[src/rtl/cmd_physic_block_control.sv]
`default_nettype none
// ============================================================================
// Module   : cmd_physic_block_control
// Brief    : Control FSM for the SD-card CMD-line physical layer. Sequences
//            the PTS/STP wrappers and CMD pad direction, captures the 38-bit
//            card response or flags a timeout, and hands the result to the
//            upper layer through a strobe/ack/idle handshake.
// Revision : 1.0 - initial release
// ============================================================================
module cmd_physic_block_control #(
    parameter int TIMEOUT_CYCLES = 64,
    parameter int CNT_W          = 16
) (
    input  logic        iClock_SD,
    input  logic        iReset,
    input  logic        iStrobe_in,
    input  logic        iTransmission_complete,
    input  logic        iReception_complete,
    input  logic        iNo_response,
    input  logic [37:0] iPad_response,
    input  logic        iAck_in,
    input  logic        iIdle_in,
    output logic        oReset_wrapper,
    output logic        oEnable_PTS_wrapper,
    output logic        oEnable_STP_wrapper,
    output logic        oPad_stable,
    output logic        oPad_enable,
    output logic        oLoad_send,
    output logic        oStrobe_out,
    output logic        oCommand_timeout,
    output logic [37:0] oResponse,
    output logic        oAck_out
);

    // Counter value on the last cycle of the response window.
    localparam logic [CNT_W-1:0] C_CNT_LAST = CNT_W'(TIMEOUT_CYCLES - 1);

    typedef enum logic [2:0] {
        ST_RESET         = 3'd0,
        ST_IDLE          = 3'd1,
        ST_SEND_COMMAND  = 3'd2,
        ST_WAIT_RESPONSE = 3'd3,
        ST_SEND_RESPONSE = 3'd4,
        ST_WAIT_IDLE     = 3'd5
    } state_t;

    state_t             state_q, state_d;
    logic               first_q, first_d;     // high on the first cycle spent in a state
    logic [CNT_W-1:0]   cnt_q,   cnt_d;
    logic [37:0]        resp_q,  resp_d;
    logic               tmo_q,   tmo_d;

    // Next-state, counter and result-register computation.
    always_comb begin
        state_d = state_q;
        cnt_d   = '0;
        resp_d  = resp_q;
        tmo_d   = tmo_q;
        case (state_q)
            ST_RESET: begin
                state_d = ST_IDLE;
            end
            ST_IDLE: begin
                if (iStrobe_in) begin
                    state_d = ST_SEND_COMMAND;
                    tmo_d   = 1'b0;
                    resp_d  = '0;
                end
            end
            ST_SEND_COMMAND: begin
                if (iTransmission_complete) begin
                    state_d = iNo_response ? ST_SEND_RESPONSE : ST_WAIT_RESPONSE;
                end
            end
            ST_WAIT_RESPONSE: begin
                cnt_d = cnt_q + CNT_W'(1);
                // A response arriving on the final window cycle beats the timeout.
                if (iReception_complete) begin
                    resp_d  = iPad_response;
                    state_d = ST_SEND_RESPONSE;
                end else if (cnt_q == C_CNT_LAST) begin
                    tmo_d   = 1'b1;
                    state_d = ST_SEND_RESPONSE;
                end
            end
            ST_SEND_RESPONSE: begin
                if (iAck_in) begin
                    state_d = ST_WAIT_IDLE;
                end
            end
            ST_WAIT_IDLE: begin
                if (iIdle_in) begin
                    state_d = ST_IDLE;
                end
            end
            default: begin
                state_d = ST_RESET;
            end
        endcase
        first_d = (state_d != state_q);
    end

    // State and result registers; reset forces the RESET state immediately.
    always_ff @(posedge iClock_SD or posedge iReset) begin
        if (iReset) begin
            state_q <= ST_RESET;
            first_q <= 1'b0;
            cnt_q   <= '0;
            resp_q  <= '0;
            tmo_q   <= 1'b0;
        end else begin
            state_q <= state_d;
            first_q <= first_d;
            cnt_q   <= cnt_d;
            resp_q  <= resp_d;
            tmo_q   <= tmo_d;
        end
    end

    // Moore output decode from registered state only; no input reaches an output.
    always_comb begin
        oReset_wrapper      = 1'b0;
        oEnable_PTS_wrapper = 1'b0;
        oEnable_STP_wrapper = 1'b0;
        oPad_stable         = 1'b0;
        oPad_enable         = 1'b0;
        oLoad_send          = 1'b0;
        oStrobe_out         = 1'b0;
        oAck_out            = 1'b0;
        case (state_q)
            ST_RESET: begin
                oReset_wrapper = 1'b1;
            end
            ST_SEND_COMMAND: begin
                oEnable_PTS_wrapper = 1'b1;
                oPad_enable         = 1'b1;
                oLoad_send          = first_q;
                oAck_out            = first_q;
                oPad_stable         = ~first_q;   // first cycle is pad turnaround
            end
            ST_WAIT_RESPONSE: begin
                oEnable_STP_wrapper = 1'b1;
                oPad_stable         = ~first_q;
            end
            ST_SEND_RESPONSE: begin
                oStrobe_out = 1'b1;
            end
            default: begin
            end
        endcase
        oCommand_timeout = tmo_q;
        oResponse        = resp_q;
    end

endmodule
`default_nettype wire

[config.mk]
export PLATFORM = sky130hd
export DESIGN_NAME = cmd_physic_block_control
export DESIGN_NICKNAME = d
export VERILOG_FILES = /design/src/rtl/cmd_physic_block_control.sv
export SDC_FILE = /design/constraint.sdc
export NUM_CORES = 1
export LEC_CHECK = 0
export CAP_MARGIN = 20
export CORE_MARGIN = 2
export CORE_UTILIZATION = 49
export CTS_CLUSTER_SIZE = 14
export DETAILED_ROUTE_END_ITERATION = 7
export PLACE_DENSITY = 0.86
export SLEW_MARGIN = 20
export SYNTH_ARGS = -nofsm -noshare
export SYNTH_HDL_FRONTEND = slang
export SYNTH_SLANG_ARGS = --single-unit
export TNS_END_PERCENT = 100
[constraint.sdc]
create_clock -name iClock_SD -period 2.95 [get_ports iClock_SD]
set_clock_uncertainty 0.15 [all_clocks]
set_input_delay 0.4425 -clock iClock_SD [delete_from_list [all_inputs] [get_ports iClock_SD]]
set_output_delay 0.4425 -clock iClock_SD [all_outputs]
set_load 0.05 [all_outputs]
# ---- After elaboration in Yosys (flattened, before gate mapping)
# Index checks and enable logic that the tools add are counted.
dict set report word_totals {
  regBits 59
  input_bits 46
  out_inout_bits 47
  elab_cells 45
}
dict set report op_classes {
  addsub 1
  eq_ne 11
  n_mux 22
  n_bitwise 1
  n_reduce_logical 5
}
# operator count
set op_table {}
lappend op_table {{38-bit two-way mux} 2}
lappend op_table {{38-bit case mux with 2 select lines} 1}
lappend op_table {{3-bit two-way mux} 7}
lappend op_table {{3-bit case mux with 6 select lines} 1}
lappend op_table {{16-bit by 1-bit adder with 16-bit output (second input constant)} 1}
lappend op_table {{16-bit by 6-bit equality test with 1-bit output (second input constant)} 1}
lappend op_table {{16-bit two-way mux} 1}
lappend op_table {{1-bit two-way mux} 9}
lappend op_table {{2-bit inequality test (second input constant)} 4}
lappend op_table {{3-bit by 2-bit equality test with 1-bit output (second input constant)} 2}
lappend op_table {{3-bit equality test (second input constant)} 2}
lappend op_table {{4-bit AND reduction} 1}
lappend op_table {{3-bit by 1-bit equality test with 1-bit output (second input constant)} 1}
lappend op_table {{3-bit logical NOT} 1}
lappend op_table {{3-bit inequality test} 1}
lappend op_table {{3-bit AND reduction} 1}
lappend op_table {{1-bit case mux with 2 select lines} 1}
lappend op_table {{2-bit nonzero test} 1}
lappend op_table {{2-bit OR reduction} 1}
lappend op_table {{1-bit NOT} 1}

# ---- Logic depth before layout (Yosys ltp)
# Gate-level depths: netlist (run 1).
dict set report depth {
  depth_word 5
  mapped_depth 6
}

# ---- Worst setup path after synthesis (run 1)
# Ideal clock, no wire load.
dict set report synth_path {
  kind {register to output}
  from {reg state_q[2]}
  to {out oLoad_send}
  t_arrival_ns 2.152
  setup_slack_ns 0.206
  path_stages_with_launch 5
  n_path_buf 1
  cell_sequence {dfrtp_1 nand2b_1 nor2_1 and2_1 buf_4}
}
dict set report synth_between {
  elab_chain_len 2
}
# item line
set synth_lines {}
lappend synth_lines {{start, declared} 47} ;# state_t state_q, state_d;
lappend synth_lines {{start signal, assigned} 112} ;# state_q <= state_d;
lappend synth_lines {{3-bit by 2-bit equality test with 1-bit output} --}
lappend synth_lines {{1-bit two-way mux} --}
lappend synth_lines {{end, declared} 28} ;# output logic oLoad_send,
# Every way passes these cells.

# ---- Worst setup path after layout (run 1)
dict set report layout_path {
  from {reg state_q[1]}
  to {out oEnable_PTS_wrapper}
}
dict set report layout_between {
  elab_chain_len 2
}
# item line
set layout_lines {}
lappend layout_lines {{3-bit by 2-bit equality test with 1-bit output} 130} ;# case (state_q)
lappend layout_lines {{1-bit two-way mux} 130}
lappend layout_lines {{end, declared} 24} ;# output logic oEnable_PTS_wrapper,
# Every way passes these cells.

==> results of run 1 <==
## report_power, final
part / switching [mW] / internal [mW]
sequential: 0.160 / 1.02
combinational: 1.30 / 0.586
clock: 0.297 / 0.465
## per-layer routing
metal | vias to the layer above | GRT usage (%) | routed length (um)
met5 | - | 0 | 0
met4 | 0 | 12.6 | 223
met3 | 18 | 5.81 | 350
met2 | 72 | 39.0 | 3400
met1 | 1125 | 26.5 | 2580
li1 | 1154 | - | -
## what timing repair did
action	CTS	global route
endpoints found under the setup margin	0	2
buffers inserted	0	0
gates resized for setup	0	2
## logic make-up (layout without fill, tap and decap cells)
| family | Yosys count | in the layout | share of synthesized area [%] |
|---|---|---|---|
| buffers and inverters | 24 | 116 | 4.71 |
| AND/OR/NAND/NOR | 181 | 181 | 31.7 |
| flip-flops | 59 | 59 | 55.0 |
| adder cells (fa/ha/maj) | 1 | 1 | 0.466 |
| AO/OA/AOI/OAI | 15 | 15 | 3.87 |
| XOR/XNOR | 13 | 13 | 4.24 |
## layout make-up
class                           instances  area share, %
Sequential cell                        59           38.3
Inverter                                6          0.584
Timing Repair Buffer                   96           25.4
Tap cell                               70           2.27
Multi-Input combinational cell        210           28.3
Clock buffer                           11           3.41
Clock inverter                          3           1.69
## synth_stat cells (all sizes together) (2+ instances only)
cell / instances / area [sq um]
and2: 2 / 12.5
a21oi: 3 / 15.0
xor2: 5 / 43.8
xnor2: 8 / 70.1
inv: 6 / 22.5
nand3: 46 / 230
nand2b: 4 / 25.0
dfrtp: 59 / 1480
nor4: 5 / 50.1
o22ai: 2 / 12.5
clkbuf: 5 / 18.8
nor3: 6 / 30.0
a21o: 3 / 22.5
nor2: 21 / 78.8
and4: 3 / 26.3
nand2: 85 / 319
buf: 13 / 85.1
nand4: 6 / 52.6
## flip-flops by register name, summed over array words and instances, names as in the netlist
register and flops:
state_q 3, oResponse 38, first_q 1, cnt_q 16, oCommand_timeout 1
## worst max-delay path, delay by kind of cell, from the launching register on
kind / cells / cell delay, ns
DFF: 1 / 0.59
and+or+nand+nor: 2 / 0.32
buffers and inverters: 1 / 0.83
## worst min-delay path by stage
stage / slack, ns / from / endpoint
floorplan: 0.32 / cnt_q[0] / cnt_q[0]
global placement: 0.30 / oResponse[1] / oResponse[1]
detailed placement: 0.31 / oResponse[16] / oResponse[16]
CTS: 0.32 / oResponse[9] / oResponse[9]
global route: 0.35 / oResponse[8] / oResponse[8]
finish: 0.31 / oResponse[16] / oResponse[16]
==> out/metrics.cfg, run 1 <==
[outcome]
status=complete, no violations

[global_routing]
grt_pass1_wl_um=10800
antenna_found_initial=0
grt_usage_pct=23.0
grt_start_max_net_pins=39
overflow=0
grt_pass1_vias=2332

[die]
die_w_um=78.0
core_sq_um=5200
start_util_pct=51.5
fp-row-count=26
io_pins=93
die_area_sq_um=6080
chipHeight_um=78.0

[pwr]
power_leakage_nw=1.82
p_per_area_nw_per_um2=996
peakVddDrop_mv=0.603
finalPower_mw=3.84

[sta]
slew_violations=0
fin_tns_setup_ns=0
fin_crit_sh_pct=90.5
layout_setup_ws_ns=0.279
whs_ns=0.313
fin_crit_ns=2.67
slew_headroom_pct=55.9
rsz0062_at_grt=false
clock.fmax_mhz=374
setup_viol=0
tightest_slew_ns=0.662
final_hold_viol_count=0

[cts]
clkTransAtPathRegs_ns=0.06
cts_max_level=3
clock_latency_ns=0.33
postCtsHoldBufs=0
ctsLongestPathBuffers=2
clock-sinks=59
cts_buffers=9
clk_root_buffer_cell=clkbuf_8
cts_tree=done

[placed_design]
io_buffers=92
placed_area_sq_um=3650
placed_cells=441
dp_hpwl_um=4470
gp_congestion=0.805
pre_cts_slack_ns=0.440

[setup_path]
r2r_end=oResponse[30]
end_kind=output port
regToRegSetupSlack_ns=0.96
critPathKind=reg -> out
timing.rr.start=state_q[1]
startpoint=state_q[1]
crit_required_ns=2.36
worstPathArrival_ns=2.08
critPathCapture=oEnable_PTS_wrapper
critPathSlowestCell=clkdlybuf4s50_1
cpPeakStageDelay_ns=0.83
start_kind=flip-flop
cp_max_fo=14
rr_worst_depth=4
path_cells=nand2b_1 > nor2_1 > clkdlybuf4s50_1

[layout]
drive_above_1_share_pct=6.75
final_common_cell=clkdlybuf4s50_1
final_cell_mix=clkdlybuf4s50_1, nand2_1, dfrtp_1
final_cells=455
design_area_sq_um=3850
fill_cells=369
diodes=0
fin_nets=429
register_area_sq_um=1480
final_util_pct=74.0
multiInputGateArea_sq_um=1090
area_delta_synth_final_pct=43.7

[synth]
async_flop_share_pct=100
syn-instance-count=293
syn_avg_cell_area_sq_um=9.16
synthDistinctLibCells=33
netlist_area_sq_um=2680
synth_warnings=0
synthFlopType=dfrtp_1
synth-seq-area-share_pct=55.0
synth_seq_cells=59
syn_nets=340
synth-edff-count=0

[drt]
drc=0
vias=2369
drt_iter0_drc=150
wirelength_um=6560
firstDrtPassIters=4
drtAntennaViolNets=0
post_drt_via_cell_ratio=5.21
avgRoutedWirePerCell_um=14.4

[run]
drv_cap=0

[hold_path]
hold_depth=2
min_path_type=reg -> reg

No activity file was read; power rests on OpenSTA's default activity.
==> run 2, diff against run 1 <==
--- a/config.mk
+++ b/config.mk
@@ -8,8 +8,10 @@
 export CAP_MARGIN = 20
 export CORE_MARGIN = 2
 export CORE_UTILIZATION = 49
+export CTS_CLUSTER_DIAMETER = 150
 export CTS_CLUSTER_SIZE = 14
 export DETAILED_ROUTE_END_ITERATION = 7
+export HOLD_SLACK_MARGIN = 0.02
 export PLACE_DENSITY = 0.86
 export SLEW_MARGIN = 20
 export SYNTH_ARGS = -nofsm -noshare
==> results of run 2 <==
The final DEF is identical to that of run 1; final timing and power are the same.
==> run 3, diff against run 2 <==
--- a/config.mk
+++ b/config.mk
@@ -12,7 +12,7 @@
 export CTS_CLUSTER_SIZE = 14
 export DETAILED_ROUTE_END_ITERATION = 7
 export HOLD_SLACK_MARGIN = 0.02
-export PLACE_DENSITY = 0.86
+export PLACE_DENSITY_LB_ADDON = 0.1
 export SLEW_MARGIN = 20
 export SYNTH_ARGS = -nofsm -noshare
 export SYNTH_HDL_FRONTEND = slang
==> run 3 against run 2 <==
Compared with the run above: hold slack hardly changed; register-to-register slack better by 0.06 ns; combinational power hardly changed; setup slack worse by 0.0035 ns; clock power is 20% lower; first-iteration DRC count is 23% lower; core utilization is 0.67 points lower; global-route usage is 0.27 points lower; sequential cell count stayed put.
==> out/metrics.cfg, run 3 (synthesized netlist as in run 1, its figures left out) <==
[drt]
wirelength_um=6370
avgRoutedWirePerCell_um=13.9
firstDrtPassIters=4
drc=0
post_drt_via_cell_ratio=5.10
drt_iter0_drc=115
drtAntennaViolNets=0
vias=2334

[setup_path]
worstPathArrival_ns=2.08
cp_max_fo=7
end_kind=output port
crit_required_ns=2.36
cp_num_buf_inv=1
regToRegSetupSlack_ns=1.02
path_cells=nand2b_1 > nor2_1 > and2_1 > clkdlybuf4s50_1
critPathKind=reg -> out
critical-path-top-delay-family=buffers and inverters
cpPeakStageDelay_ns=0.80
critPathSlowestCell=clkdlybuf4s50_1
start_kind=flip-flop

[placed_design]
gp_congestion=0.781
io_buffers=92
placed_cells=443
pre_cts_slack_ns=0.607
dp_hpwl_um=4410

[sta]
fin_crit_sh_pct=90.6
fin_crit_ns=2.67
rsz0062_at_grt=false
slew_headroom_pct=56.6
layout_setup_ws_ns=0.276
setup_viol=0
final_hold_viol_count=0
clock.fmax_mhz=374
fin_tns_setup_ns=0
slew_violations=0
tightest_slew_ns=0.650

[cts]
cts_buffers=9
cts_max_level=3
clk_root_buffer_cell=clkbuf_8
clock-sinks=59
cts.repair.resized=0
ctsLongestPathBuffers=2
postCtsHoldBufs=0
clkTransAtPathRegs_ns=0.06
cts_tree=done
post_cts_buffers=0
clock_latency_ns=0.32

[die]
core_sq_um=5200
fp-row-count=26
die_area_sq_um=6080
io_pins=93
start_util_pct=51.5
die_w_um=78.0
chipHeight_um=78.0

[hold_path]
min_path_type=reg -> reg

[layout]
fill_cells=431
final_cell_mix=clkdlybuf4s50_1, nand2_1, dfrtp_1
fin_nets=431
final_util_pct=73.4
drive_above_1_share_pct=7.22
area_delta_synth_final_pct=42.4
diodes=0
final_cells=458
final_common_cell=clkdlybuf4s50_1
largest_reg_flops=38

[pwr]
power_leakage_nw=1.78
peakVddDrop_mv=0.616
p_per_area_nw_per_um2=966

[global_routing]
overflow=0
antenna_found_initial=0
grt_pass1_vias=2292
grt_start_max_net_pins=39
grt_pass1_wl_um=10700
grt_usage_pct=22.7

[outcome]
status=complete, no violations

[run]
drv_cap=0

run 3: cell types whose count changed in the layout (fill, tap and decap cells not counted), moves of 2 or more:
cell,before,now
dlymetal6s2s_1,2,0
clkdlybuf4s50_1,89,91
clkinv_2,1,3
bufinv_16,2,0
buf_4,3,5
run 3: power by group:
group | internal (mW) | switching, mW | total, mW
Clock | 0.319 | 0.292 | 0.611
Sequential | 1.03 | 0.138 | 1.16
Combinational | 0.598 | 1.32 | 1.92
run 3: final cells by class:
cell class	instances	area, sq um	area share [%]
repair buffers	98	988	25.9
flip-flops and latches	59	1480	38.7
multi-input cells	210	1080	28.4
clock buffers	12	145	3.80
clock inverters	3	15.0	0.393
inverters	6	22.5	0.590
well taps	70	87.6	2.29
run 3: final timing paths:
check / start / to / cells after the start
worst max-delay path: state_q[2] / oLoad_send / 4
worst min-delay path: oResponse[22] / oResponse[22] / 2
worst max register to register: state_q[2] / oResponse[15] / 7
worst min register to register: oResponse[22] / oResponse[22] / 2
max in group asynchronous: iReset / cnt_q[9] / 3
min in group asynchronous: iReset / oResponse[15] / 2
run 3: worst reg2reg max path: cells and delay by family, from the launching register on:
| kind | cells | cell delay, ns |
|---|---|---|
| flops | 1 | 0.44 |
| simple gates | 3 | 0.31 |
| buf+inv | 4 | 0.97 |
run 3: metrics by stage:
step	total power [mW]	cell area [sq um]	hold slack, ns
after floorplan	2.45	2680	0.319
after global placement	3.07	3660	0.298
after detailed placement	3.11	3660	0.305
after CTS	3.72	3820	0.319
after global routing	3.90	3820	0.337
final	3.69	3820	0.314
run 3: layer usage:
| metal | GRT usage, % | wire length (um) |
|---|---|---|
| met4 | 7.37 | 69 |
| met5 | 0 | 0 |
| met2 | 38.4 | 3190 |
| met1 | 27.6 | 2720 |
| met3 | 7.21 | 390 |
